File: src/rtl/vga_stream_gen_pkg.sv
// Shared stream-word layout and default 640x480@60 timing for every stage
// that produces or consumes the 26-bit RGB stream.
package vga_stream_gen_pkg;

    localparam int unsigned STREAM_W  = 26;
    localparam int unsigned COORD_W   = 10;
    localparam int unsigned MAX_TOTAL = 1024;

    // Stream field positions
    localparam int unsigned ACTIVE_BIT = 0;
    localparam int unsigned VS_BIT     = 1;
    localparam int unsigned HS_BIT     = 2;
    localparam int unsigned YC_LSB     = 3;
    localparam int unsigned YC_MSB     = 12;
    localparam int unsigned XC_LSB     = 13;
    localparam int unsigned XC_MSB     = 22;
    localparam int unsigned R_BIT      = 23;
    localparam int unsigned G_BIT      = 24;
    localparam int unsigned B_BIT      = 25;
    localparam int unsigned RGB_LSB    = 23;
    localparam int unsigned RGB_MSB    = 25;
    // Raw video control group: Active, VS, HS
    localparam int unsigned VGA_LSB    = 0;
    localparam int unsigned VGA_MSB    = 2;

    // Default 640x480@60 timing
    localparam int unsigned DEF_H_ACTIVE = 640;
    localparam int unsigned DEF_H_FP     = 16;
    localparam int unsigned DEF_H_SYNC   = 96;
    localparam int unsigned DEF_H_BP     = 48;
    localparam int unsigned DEF_V_ACTIVE = 480;
    localparam int unsigned DEF_V_FP     = 10;
    localparam int unsigned DEF_V_SYNC   = 2;
    localparam int unsigned DEF_V_BP     = 33;

    typedef logic [COORD_W-1:0] coord_t;
    // One bit wider so window bounds equal to MAX_TOTAL stay representable
    typedef logic [COORD_W:0]   wcoord_t;

    // Assemble one stream word from its fields
    function automatic logic [STREAM_W-1:0] pack_stream(
        input logic [2:0] rgb,
        input coord_t     xc,
        input coord_t     yc,
        input logic       hs,
        input logic       vs,
        input logic       active
    );
        logic [STREAM_W-1:0] w;
        w                   = '0;
        w[RGB_MSB:RGB_LSB]  = rgb;
        w[XC_MSB:XC_LSB]    = xc;
        w[YC_MSB:YC_LSB]    = yc;
        w[HS_BIT]           = hs;
        w[VS_BIT]           = vs;
        w[ACTIVE_BIT]       = active;
        return w;
    endfunction

endpackage

File: src/rtl/vga_stream_gen_sync_counter.sv
// Free-running 10-bit timing counter with active and sync window decode.
// Used once per axis; the vertical instance is stepped by the horizontal wrap.
module sync_counter
    import vga_stream_gen_pkg::*;
#(
    parameter int unsigned TOTAL      = DEF_H_ACTIVE + DEF_H_FP + DEF_H_SYNC + DEF_H_BP,
    parameter int unsigned ACT_END    = DEF_H_ACTIVE,
    parameter int unsigned SYNC_START = DEF_H_ACTIVE + DEF_H_FP,
    parameter int unsigned SYNC_END   = DEF_H_ACTIVE + DEF_H_FP + DEF_H_SYNC
) (
    input  logic   clk,
    input  logic   rst,
    input  logic   en,
    output coord_t count,
    output logic   wrap,
    output logic   in_active,
    output logic   in_sync
);

    localparam coord_t  LAST   = coord_t'(TOTAL - 1);
    localparam wcoord_t ACT_W  = wcoord_t'(ACT_END);
    localparam wcoord_t SS_W   = wcoord_t'(SYNC_START);
    localparam wcoord_t SE_W   = wcoord_t'(SYNC_END);

    wcoord_t count_w;

    // Wrap is qualified by the enable so the next stage sees a single strobe
    always_comb begin
        count_w   = {1'b0, count};
        wrap      = en && (count == LAST);
        in_active = (count_w < ACT_W);
        in_sync   = (count_w >= SS_W) && (count_w < SE_W);
    end

    // Count on enable, returning to zero after the last position
    always_ff @(posedge clk or posedge rst) begin
        if (rst) begin
            count <= '0;
        end else if (en) begin
            count <= wrap ? '0 : count + coord_t'(1);
        end
    end

endmodule

File: src/rtl/vga_stream_gen.sv
// VGA timing source producing the registered 26-bit RGB stream and a
// frame-start strobe aligned with the (0,0) word.
// Optional build macro: VGA_STREAM_TESTPATTERN_EN (colour bars with a white
// border ring inside the visible area instead of BG_COLOR).
module vga_stream_gen
    import vga_stream_gen_pkg::*;
#(
    parameter int unsigned H_ACTIVE = DEF_H_ACTIVE,
    parameter int unsigned H_FP     = DEF_H_FP,
    parameter int unsigned H_SYNC   = DEF_H_SYNC,
    parameter int unsigned H_BP     = DEF_H_BP,
    parameter int unsigned V_ACTIVE = DEF_V_ACTIVE,
    parameter int unsigned V_FP     = DEF_V_FP,
    parameter int unsigned V_SYNC   = DEF_V_SYNC,
    parameter int unsigned V_BP     = DEF_V_BP,
    parameter bit          HS_POL   = 1'b0,
    parameter bit          VS_POL   = 1'b0,
    parameter logic [2:0]  BG_COLOR = 3'b000
) (
    input  logic                px_clk,
    input  logic                reset,
    output logic [STREAM_W-1:0] RGBStr_o,
    output logic                frame_o
);

    localparam int unsigned H_TOTAL = H_ACTIVE + H_FP + H_SYNC + H_BP;
    localparam int unsigned V_TOTAL = V_ACTIVE + V_FP + V_SYNC + V_BP;

    localparam logic [STREAM_W-1:0] RESET_WORD =
        pack_stream(3'b000, '0, '0, ~HS_POL, ~VS_POL, 1'b0);

    if (H_TOTAL > MAX_TOTAL) begin : g_h_total_check
        $error("vga_stream_gen: H_TOTAL exceeds 1024");
    end
    if (V_TOTAL > MAX_TOTAL) begin : g_v_total_check
        $error("vga_stream_gen: V_TOTAL exceeds 1024");
    end

    coord_t              h_count;
    coord_t              v_count;
    logic                h_wrap;
    logic                v_wrap;
    logic                h_active;
    logic                v_active;
    logic                h_sync;
    logic                v_sync;
    logic                active;
    logic [2:0]          active_rgb;
    logic [2:0]          rgb_next;
    logic [STREAM_W-1:0] word_next;
    logic                at_origin;

    sync_counter #(
        .TOTAL      (H_TOTAL),
        .ACT_END    (H_ACTIVE),
        .SYNC_START (H_ACTIVE + H_FP),
        .SYNC_END   (H_ACTIVE + H_FP + H_SYNC)
    ) u_h_counter (
        .clk       (px_clk),
        .rst       (reset),
        .en        (1'b1),
        .count     (h_count),
        .wrap      (h_wrap),
        .in_active (h_active),
        .in_sync   (h_sync)
    );

    sync_counter #(
        .TOTAL      (V_TOTAL),
        .ACT_END    (V_ACTIVE),
        .SYNC_START (V_ACTIVE + V_FP),
        .SYNC_END   (V_ACTIVE + V_FP + V_SYNC)
    ) u_v_counter (
        .clk       (px_clk),
        .rst       (reset),
        .en        (h_wrap),
        .count     (v_count),
        .wrap      (v_wrap),
        .in_active (v_active),
        .in_sync   (v_sync)
    );

`ifdef VGA_STREAM_TESTPATTERN_EN
    logic ring;

    // Outermost visible row/column is forced white, elsewhere 128-pixel bars
    always_comb begin
        ring       = (h_count == '0) || (h_count == coord_t'(H_ACTIVE - 1)) ||
                     (v_count == '0) || (v_count == coord_t'(V_ACTIVE - 1));
        active_rgb = ring ? 3'b111 : h_count[9:7];
    end
`else
    // Flat background colour during the visible area
    always_comb begin
        active_rgb = BG_COLOR;
    end
`endif

    // Describe the current counter position as the next stream word
    always_comb begin
        active    = h_active && v_active;
        rgb_next  = active ? active_rgb : 3'b000;
        word_next = pack_stream(rgb_next, h_count, v_count,
                                h_sync ? HS_POL : ~HS_POL,
                                v_sync ? VS_POL : ~VS_POL,
                                active);
    end

    // Register the stream word; at_origin flags that the counters now sit at
    // (0,0), so frame_o lands on the same cycle as that word.
    always_ff @(posedge px_clk or posedge reset) begin
        if (reset) begin
            RGBStr_o  <= RESET_WORD;
            frame_o   <= 1'b0;
            at_origin <= 1'b1;
        end else begin
            RGBStr_o  <= word_next;
            frame_o   <= at_origin;
            at_origin <= v_wrap;
        end
    end

endmodule

File: config.mk
export PLATFORM = sky130hd
export DESIGN_NAME = vga_stream_gen
export DESIGN_NICKNAME = d
export VERILOG_FILES = /design/src/rtl/vga_stream_gen_pkg.sv /design/src/rtl/vga_stream_gen_sync_counter.sv /design/src/rtl/vga_stream_gen.sv
export SDC_FILE = /design/constraint.sdc
export NUM_CORES = 1
export LEC_CHECK = 0
export ABC_AREA = 1
export BUFFER_PORTS_ARGS = -buffer_cell sky130_fd_sc_hd__buf_2
export CAP_MARGIN = 20
export CORE_MARGIN = 4
export CORE_UTILIZATION = 60
export CTS_CLUSTER_SIZE = 28
export DETAILED_ROUTE_END_ITERATION = 8
export HOLD_SLACK_MARGIN = 0.06
export PLACE_DENSITY = 0.83
export SYNTH_ARGS = -nofsm -noshare
export SYNTH_HDL_FRONTEND = slang
export SYNTH_HIERARCHICAL = 1
export SYNTH_SLANG_ARGS = --single-unit
File: constraint.sdc
create_clock -name px_clk -period 2.7 [get_ports px_clk]
set_input_delay 0.135 -clock px_clk [delete_from_list [all_inputs] [get_ports px_clk]]
set_output_delay 0.135 -clock px_clk [all_outputs]
set_load 0.005 [all_outputs]
==> results of run 1 <==
-- cells by family after synthesis --
group | count (synthesis)
adders and majority gates | 4
xor gates and xnor gates | 6
AOI/OAI and AO/OA | 5
DFF | 45
and+or+nand+nor | 116
other | 2
buffers and inverters | 41
-- flip-flops by register name (all words and copies together) (netlist names) --
register	count
RGBStr_o	23
u_h_counter/count	10
u_v_counter/count	10
at_origin	1
frame_o	1
-- cell usage after synthesis --
cell      count
and3_1        1
dfstp_2       3
buf_4         3
dfrtp_1      42
nor3_2        1
nor2_1       26
ha_1          4
clkbuf_8      1
nor2_4        3
xnor2_1       2
a21oi_1       3
xor2_1        4
inv_2         1
nand2_2       3
nor3_1        1
inv_1        36
conb_1        2
nand3_1      16
o21ai_0       2
nand2_1      55
nor2_2        3
nand3_2       2
nand4_1       5
-- layer usage --
layer,wire length (µm),global-route usage (%),part of all wire [%]
met2,1639,26.42,47
met5,0,0,0
met3,204,3.761,5.8
met1,1598,25.34,45
met4,75,9.326,2.1
-- layout make-up --
| cell class | instances | share of cell area [%] |
|---|---|---|
| clock buffers | 6 | 2.289 |
| clock inverters | 2 | 1.675 |
| inverters | 37 | 6.198 |
| multi-input cells | 141 | 30.93 |
| flip-flops and latches | 45 | 50.42 |
| well taps | 44 | 2.457 |
| repair buffers | 26 | 6.030 |
-- power breakdown --
| group | total (W) | leakage (nW) | internal [W] | switching, W |
|---|---|---|---|---|
| clock | 0.000427 | 0.0445 | 0.000220 | 0.000207 |
| sequential | 0.000833 | 0.527 | 0.000758 | 0.0000748 |
| combinational | 0.000230 | 0.660 | 0.0000891 | 0.000141 |
-- metrics by stage --
step / cells / cell area (µm²) / total power, W / setup WS (ns) / util, %
global route: 301 / 2241 / 0.001594 / 0.7143 / 72.22
floorplan: 227 / 1998 / 0.0009917 / 1.149 / -
finish: 301 / 2241 / 0.001490 / 0.8656 / 72.22
global placement: 292 / 2142 / 0.001068 / 0.9971 / 69.03
detailed placement: 292 / 2142 / 0.001074 / 0.9059 / 69.03
CTS: 301 / 2241 / 0.001501 / 0.8837 / 72.22
-- worst min-delay path by stage --
stage | endpoint | start | cells past startpoint
floorplan | u_h_counter/count[0] | reset | 1
global placement | u_h_counter/count[7] | reset | 2
detailed placement | u_h_counter/count[7] | reset | 2
CTS | u_h_counter/count[1] | reset | 3
global route | u_h_counter/count[9] | reset | 3
finish | u_v_counter/count[7] | reset | 3
-- worst min-delay path, stage by stage --
cell,delay [ns]
dlygate4sd3_1,0.53
buf_2,0.13
inv_1,0.32
-- what timing repair did --
| action | CTS | global route |
|---|---|---|
| hold endpoints to repair | 42 | 0 |
| hold buffers | 1 | 0 |
| setup buffers | 0 | 0 |
==> reports/qor.txt, run 1 <==
Simple logic cell fraction of the synthesized area: 26.83%
Worst setup EP type: flip-flop
Status: complete, no violations
CTS clock-pin slew for the worst setup and hold paths: 0.13 ns
Die Y: 65.28 µm
Synth Area in Compound Gates: 1.271%
Final setup vio count: 0
Top cell type's share of synthesized area: 53.40%
CP top delay family: simple AND/OR/NAND/NOR gates
Worst-Margin Slew: 0.9127 ns
Pre-antenna DRT Iters: 4
Antenna viol nets, final: 0
Final Skew: 0.006648 ns
Area leader, netlist: dfrtp_1
Yosys cell types: 23
Slowest stage delay, CP: 0.44 ns
Max_slew headroom: 39.09%
Detailed Route WL: 3.517 mm
Synth Area in Adders: 2.543%
Via count: 1475
Ant. Diodes: 0
CTS tree: built
Sequential Area: 1130 µm²
Largest cells by area after synthesis: dfrtp_1 (53%), nand2_1 (10%), inv_1 (6.9%), nor2_1 (5.0%), nand3_1 (4.1%)
Pin count of the biggest net entering global routing: 26
Chip width: 65.28 µm
Req. time, crit path: 2.95 ns
RSZ-0062 raised after global routing: false
Critical path launch point: u_h_counter/count[0]
CTS Buf Count: 5
Final #Nets: 262
Total negative slack: 0 ns
DPL Wire Length: 2.424 mm
H-tree Lvls: 2
Crit path cell chain: ha_1 > inv_1 > nor2_1 > nand4_1 > inv_1 > nand2_1 > nor2_2 > nand3_2 > nand3_1 > nand2_1
Worst Setup Path Type: flip-flop to flip-flop
Final period util: 67.94%
Vias in the first global route: 1276
CTS Root Cell: clkbuf_4
Crit path to: u_v_counter/count[0]
GRT Total Usage: 18.05%
Die ar.: 4261 µm²
Cell Area, Synth: 1968 µm²
Drt wl/cell: 11.68 µm
Core Area: 3103 µm²
Fraction of layout cells with a size suffix above 1: 19.07%
Initial antenna violation count: 0
Final hold violation count: 0
Reg-to-reg slack, setup: 0.87 ns
Syn_area_per_cell: 8.987 µm²
Worst-skew pair later-pin latency: 0.35 ns
Fmax: 545.1 MHz
#FFs+latches synth: 45
Clock net sink count: 45
I/O Pins: 29
Leakage power total: 1.231 nW
Critical path depth: 10
Mux cell area share after synthesis: 0%
Power per cell area: 665.1 nW/µm²
Deepest clock path buffer count: 2
Reg-to-reg critical path startpoint: u_h_counter/count[0]
Vias/cell: 4.900
Post_cts resized: 0
Worst reg2reg endpoint: u_v_counter/count[0]
Worst setup SP type: flip-flop
Post-Syn Instances: 219
VDD IR max: 0.3594 mV
Filler Cells Inserted: 269
Synth Area in XOR/XNOR: 2.670%
Area Overhead vs Synth: 13.86%
Most common cell after layout, fill and taps aside: nand2_1
Bufs and invs on worst path: 2
Min Hold Slack: 0.3202 ns
Crit path DAT: 2.09 ns
GRT overflow: 0
Largest family of logic cells by synthesized area: simple AND/OR/NAND/NOR gates
Fin. max-slew vios: 0
Tightest Hold Check Type: primary input to asynchronous set/reset pin
Post-synthesis sequential area ratio: 57.41%
Port Buffers: 25
First-pass GRT wire length: 5.796 mm
Initial Utilization: 63.43%
Crit-path max FO: 10
# rows: 20
Most frequent cells in the layout: nand2_1 (55), dfrtp_1 (42), inv_1 (36)
Placer Congestion: 0.8369
Multi-input logic area: 693.2 µm²
Worst r2r path cells: 10
1st-iter DRT viols: 102
Crit-path slowest cell: dfrtp_1
Final min period: 1.834 ns
Ys Warns: 6
# DRC: 0
Max cap viols: 0
Note: power is estimated with default switching activity, not from simulation.
==> inputs of run 2 (changes only) <==
Settings changed: CORE_UTILIZATION 60 to 50, PLACE_DENSITY 0.83 to 0.74.
Clock period 2.7 ns to 1.61 ns, I/O delays scaled along.
==> reports/qor.txt, run 2 (synthesized netlist as in run 1, its figures left out) <==
Vias/cell: 4.722 (-3.6%)
Pin count of the biggest net entering global routing: 26 (unchanged)
GRT Total Usage: 15.89% (-2.2 points)
Worst Setup Path Type: flip-flop to flip-flop
Post-placement cell count: 307 (+5.1%)
Tightest Hold Check Type: primary input to asynchronous set/reset pin
CTS tree: built
Die Y: 70.74 µm (+8.4%)
CTS clock-pin slew for the worst setup and hold paths: 0.08 ns (-0.05 ns)
Core Area: 3744 µm² (+21%)
Vias in the first global route: 1433 (+12%)
Worst-skew pair later-pin latency: 0.29 ns (-0.06 ns)
Max cap viols: 0 (unchanged)
Drt wl/cell: 11.55 µm (-1.2%)
Final min period: 1.537 ns (-0.2971 ns)
Gr busiest metal: met2
Placer Congestion: 0.8765 (+4.7%)
DPL Wire Length: 2.624 mm (+8.3%)
GRT overflow: 0 (unchanged)
Area Overhead vs Synth: 24.03%
Clock net sink count: 45 (unchanged)
Most frequent cells in the layout: nand2_1 (53), dfrtp_1 (42), inv_1 (34)
Initial antenna violation count: 0 (unchanged)
# DRC: 0 (unchanged)
Pre-antenna DRT Iters: 4 (unchanged)
H-tree Lvls: 2 (unchanged)
Fraction of layout cells with a size suffix above 1: 26.84% (+7.8 points)
Die ar.: 5004 µm² (+17%)
Worst setup EP type: flip-flop
Final #Nets: 277 (+5.7%)
Min Hold Slack: 0.3247 ns (+0.004525 ns)
Crit path DAT: 1.73 ns (-0.36 ns)
Most common cell after layout, fill and taps aside: nand2_1
Largest register FFs: 23 (unchanged)
Detailed Route WL: 3.695 mm (+5.1%)
1st-iter DRT viols: 88 (-14%)
RSZ-0062 raised after global routing: true
Reg with most FFs: RGBStr_o
Antenna viol nets, final: 0 (unchanged)
Status: complete, no violations
Fin util: 65.21% (-7.0 points)
First-pass GRT wire length: 6.299 mm (+8.7%)
Deepest clock path buffer count: 2 (unchanged)
Ant. Diodes: 0 (unchanged)
VDD IR max: 0.7048 mV (+96%)
Final Skew: 0.006752 ns (+0.0001040 ns)
Initial Utilization: 52.57% (-11 points)
CTS Root Cell: clkbuf_8
GRT met1 Usage: 20.52% (-4.8 points)
Req. time, crit path: 1.80 ns (-1.15 ns)
CTS Buf Count: 5 (unchanged)
Fin. max-slew vios: 0 (unchanged)
Worst setup SP type: flip-flop
Crit-path max FO: 5 (-5)
Via count: 1511 (+2.4%)
Port Buffers: 25 (unchanged)
Final period util: 95.48% (+28 points)
# rows: 22 (+10%)
Met3 Usage GRT: 2.983% (-0.78 points)
Filler Cells Inserted: 319 (+19%)
Final non-filler cell total: 320 (+6.3%)
Biggest regs: RGBStr_o x23, u_h_counter/count x10, u_v_counter/count x10
Met2 Usage GRT: 25.85% (-0.57 points)
Power per cell area: 1131 nW/µm² (+70%)
Fmax: 650.5 MHz (+19%)
Chip width: 70.74 µm (+8.4%)
I/O Pins: 29 (unchanged)
Total power: 0.002761 W (+85%)
Final hold violation count: 0 (unchanged)
Leakage power total: 1.310 nW (+6.4%)
Final setup vio count: 0 (unchanged)
[run 2: cell types whose count changed in the layout (fill, tap and decap cells not counted), moves of 3 or more]
cell	delta
clkbuf_8	+4
buf_4	+15
clkbuf_4	-5
nand3_2	+3
nand3_1	-4
[run 2: worst paths after layout]
check	from	endpoint	slack (ns)	depth (start not counted)
min	reset	u_v_counter/count[0]	0.32	3
min in group px_clk	at_origin	frame_o	0.40	0
max reg2reg	u_h_counter/count[1]	u_v_counter/count[1]	0.07	10
min reg2reg	at_origin	frame_o	0.40	0
max in group asynchronous	reset	RGBStr_o[1]	0.93	4
max	u_h_counter/count[1]	u_v_counter/count[1]	0.07	10
[run 2: final cells by class]
| type | count | area [µm²] | area share [%] |
|---|---|---|---|
| well taps | 48 | 60.06 | 2.460 |
| clock inverters | 2 | 35.03 | 1.435 |
| inverters | 37 | 138.9 | 5.689 |
| clock buffers | 6 | 72.57 | 2.973 |
| multi-input cells | 141 | 757.0 | 31.01 |
| flip-flops and latches | 45 | 1130 | 46.28 |
| repair buffers | 41 | 247.7 | 10.15 |
[run 2: per-stage QoR]
stage	TNS, ns	cell area, µm²	setup slack [ns]
2_1_floorplan	0	1998	0.05905
3_5_place_dp	0	2230	0.07627
6_report	0	2441	0.07269
5_1_grt	-0.3198	2441	-0.05784
3_3_place_gp	0	2230	0.1220
4_1_cts	0	2347	0.03423
[run 2: per-layer routing]
layer  wire length (µm)  vias up
met4                 58        0
met3                174        5
met2               1781       35
met1               1681      714
met5                  0        -
li1                   -      757
[run 2: repair_timing]
item | in CTS | in global routing
endpoints found under the hold margin | 42 | 0
endpoints found under the setup margin | 0 | 10
gates resized for setup | 0 | 15
setup buffers | 0 | 4
hold buffers | 1 | 0
[run 2: power by group]
group / total [W] / switching (W) / internal, W
clock: 0.000821 / 0.000361 / 0.000460
sequential: 0.00134 / 0.0000704 / 0.00127
combinational: 0.000597 / 0.000337 / 0.000260
total: 0.00276 / 0.000768 / 0.00199
[run 2: critical path, cell delays in order (launching register included)]
cell and delay, ns:
dfrtp_1 0.40, ha_4 0.16, inv_2 0.04, nor2_2 0.08, nand4_1 0.13, inv_2 0.15, nand2_2 0.09, nor2_4 0.12
nand3_4 0.11, nand3_2 0.10, nand2_1 0.05
==> inputs of run 3 (changes only) <==
Settings changed: ABC_CLOCK_PERIOD_IN_PS set to 1610, CELL_PAD_IN_SITES_DETAIL_PLACEMENT set to 1, CELL_PAD_IN_SITES_GLOBAL_PLACEMENT set to 2, CORE_UTILIZATION 50 to 31, PLACE_DENSITY 0.74 to not set, PLACE_DENSITY_LB_ADDON set to 0.1.
==> reports/qor.txt, run 3 (synthesized netlist as in run 1, its figures left out) <==
Worst Setup Path Type: flip-flop to flip-flop
Most common cell after layout, fill and taps aside: nand2_1
# rows: 28 (+27%)
GRT met1 Usage: 18.46% (-2.1 points)
Final hold violation count: 0 (unchanged)
Crit-path max FO: 5 (unchanged)
Slowest stage delay, CP: 0.37 ns (-0.03 ns)
Ant. Diodes: 0 (unchanged)
Total negative slack: 0 ns (unchanged)
CTS Buf Count: 5 (unchanged)
Vias in the first global route: 1525 (+6.4%)
Filler Cells Inserted: 734 (+130%)
Antenna viol nets, final: 0 (unchanged)
Via count: 1507 (-0.26%)
Area Overhead vs Synth: 26.89%
GRT Total Usage: 12.63% (-3.3 points)
Pin count of the biggest net entering global routing: 26 (unchanged)
Final #Nets: 282 (+1.8%)
Most numerous cell on the critical path: inv_2
Tightest Hold Check Type: primary input to asynchronous set/reset pin
H-tree Lvls: 2 (unchanged)
Worst setup SP type: flip-flop
Die Y: 87.68 µm (+24%)
Worst setup EP type: flip-flop
CTS clock-pin slew for the worst setup and hold paths: 0.09 ns (about the same)
Fraction of layout cells with a size suffix above 1: 27.08% (+0.24 points)
Vias/cell: 4.281 (-9.3%)
Max cap viols: 0 (unchanged)
Bufs and invs on worst path: 3 (+1)
Power per cell area: 1125 nW/µm² (-0.54%)
Biggest regs: RGBStr_o x23, u_h_counter/count x10, u_v_counter/count x10
Status: complete, no violations
Met3 Usage GRT: 2.540% (-0.44 points)
Fin. max-slew vios: 0 (unchanged)
Final period util: 97.95% (+2.5 points)
Clock net sink count: 45 (unchanged)
Reg with most FFs: RGBStr_o
Fin util: 41.45% (-24 points)
Chip width: 87.68 µm (+24%)
Port Buffers: 25 (unchanged)
CTS Root Cell: clkbuf_8
Met2 Usage GRT: 18.84% (-7.0 points)
Core Area: 6026 µm² (+61%)
First-pass GRT wire length: 7.479 mm (+19%)
VDD IR max: 0.5265 mV (-25%)
Placer Congestion: 0.7130 (-19%)
Largest register FFs: 23 (unchanged)
Most frequent cells in the layout: nand2_1 (54), dfrtp_1 (42), inv_1 (34)
GRT overflow: 0 (unchanged)
Die ar.: 7688 µm² (+54%)
Crit-path slowest cell: dfrtp_1
Fmax: 634.1 MHz (-2.5%)
Pre-antenna DRT Iters: 4 (unchanged)
Worst-skew pair later-pin latency: 0.29 ns (about the same)
Gr busiest metal: met2
Initial Utilization: 32.66% (-20 points)
# DRC: 0 (unchanged)
Final min period: 1.577 ns (+0.03971 ns)
Crit path DAT: 1.76 ns (+0.03 ns)
Crit path cell chain: ha_2 > inv_2 > nor2_1 > nand4_1 > inv_2 > nand3_2 > nor2_4 > xor2_1 > inv_1
I/O Pins: 29 (unchanged)
CTS tree: built
Leakage power total: 1.350 nW (+3.1%)
Initial antenna violation count: 0 (unchanged)
1st-iter DRT viols: 39 (-56%)
Drt wl/cell: 12.54 µm (+8.6%)
Final Skew: 0.009983 ns (+0.003231 ns)
Final setup vio count: 0 (unchanged)
DPL Wire Length: 3.300 mm (+26%)
CP top delay family: simple AND/OR/NAND/NOR gates
Deepest clock path buffer count: 2 (unchanged)
RSZ-0062 raised after global routing: true
Req. time, crit path: 1.79 ns (about the same)
Detailed Route WL: 4.415 mm (+19%)
run 3: cell count changes in the layout (fill, tap and decap cells not counted), sizes merged:
cell and delta:
buf +5
run 3: layout make-up:
cell class | instances | area, µm² | share of cell area [%]
clock inverter | 2 | 35.03 | 1.403
tap | 75 | 93.84 | 3.758
sequential | 45 | 1130 | 45.24
clock buffer | 6 | 72.57 | 2.906
timing repair buffer | 46 | 285.3 | 11.42
inverter | 37 | 138.9 | 5.561
multi-input combinational | 141 | 742.0 | 29.71
run 3: metrics by stage:
step	std cells	setup WS [ns]	instance area (µm²)	power, W	hold WS [ns]
2_1_floorplan	227	0.05905	1998	0.001663	-0.07932
5_1_grt	352	-0.07523	2497	0.002994	0.3993
3_3_place_gp	336	0.08727	2278	0.001958	0.1239
6_report	352	0.03299	2497	0.002809	0.3359
4_1_cts	345	0.01803	2396	0.002831	0.3500
3_5_place_dp	336	0.003223	2278	0.001959	0.1306
run 3: timing repair:
| item | in CTS | in global routing |
|---|---|---|
| setup endpoints to repair | 2 | 10 |
| hold buffers | 1 | 0 |
| endpoints found under the hold margin | 42 | 0 |
| setup buffers | 0 | 7 |
| pin swaps | 0 | 7 |
| gates resized for setup | 1 | 11 |
run 3: report_power, final:
part           switching (W)  total, W  internal, W
Combinational       0.000355  0.000632     0.000277
Sequential         0.0000591   0.00133      0.00127
Clock               0.000385  0.000846     0.000461
Total               0.000798   0.00281      0.00201
run 3: path summary, 6_finish.rpt:
kind	start	endpoint	slack, ns	cells past startpoint
setup / recovery	u_h_counter/count[0]	u_v_counter/count[5]	0.03	9
hold / removal	reset	u_h_counter/count[1]	0.34	3
max in group asynchronous	reset	RGBStr_o[1]	0.91	4
hold reg to reg	at_origin	frame_o	0.39	0
min in group px_clk	at_origin	frame_o	0.39	0
setup reg to reg	u_h_counter/count[0]	u_v_counter/count[5]	0.03	9
run 3: metal layers:
metal	part of all wire, %	vias up
li1	-	763
met5	0	-
met2	42	29
met4	0.86	0
met1	52	710
met3	4.8	5
run 3: worst register-to-register path, stage by stage (launching register included):
cell,delay [ns]
dfrtp_1,0.37
ha_2,0.20
inv_2,0.04
nor2_1,0.08
nand4_1,0.15
inv_2,0.16
nand3_2,0.10
nor2_4,0.17
xor2_1,0.15
inv_1,0.05
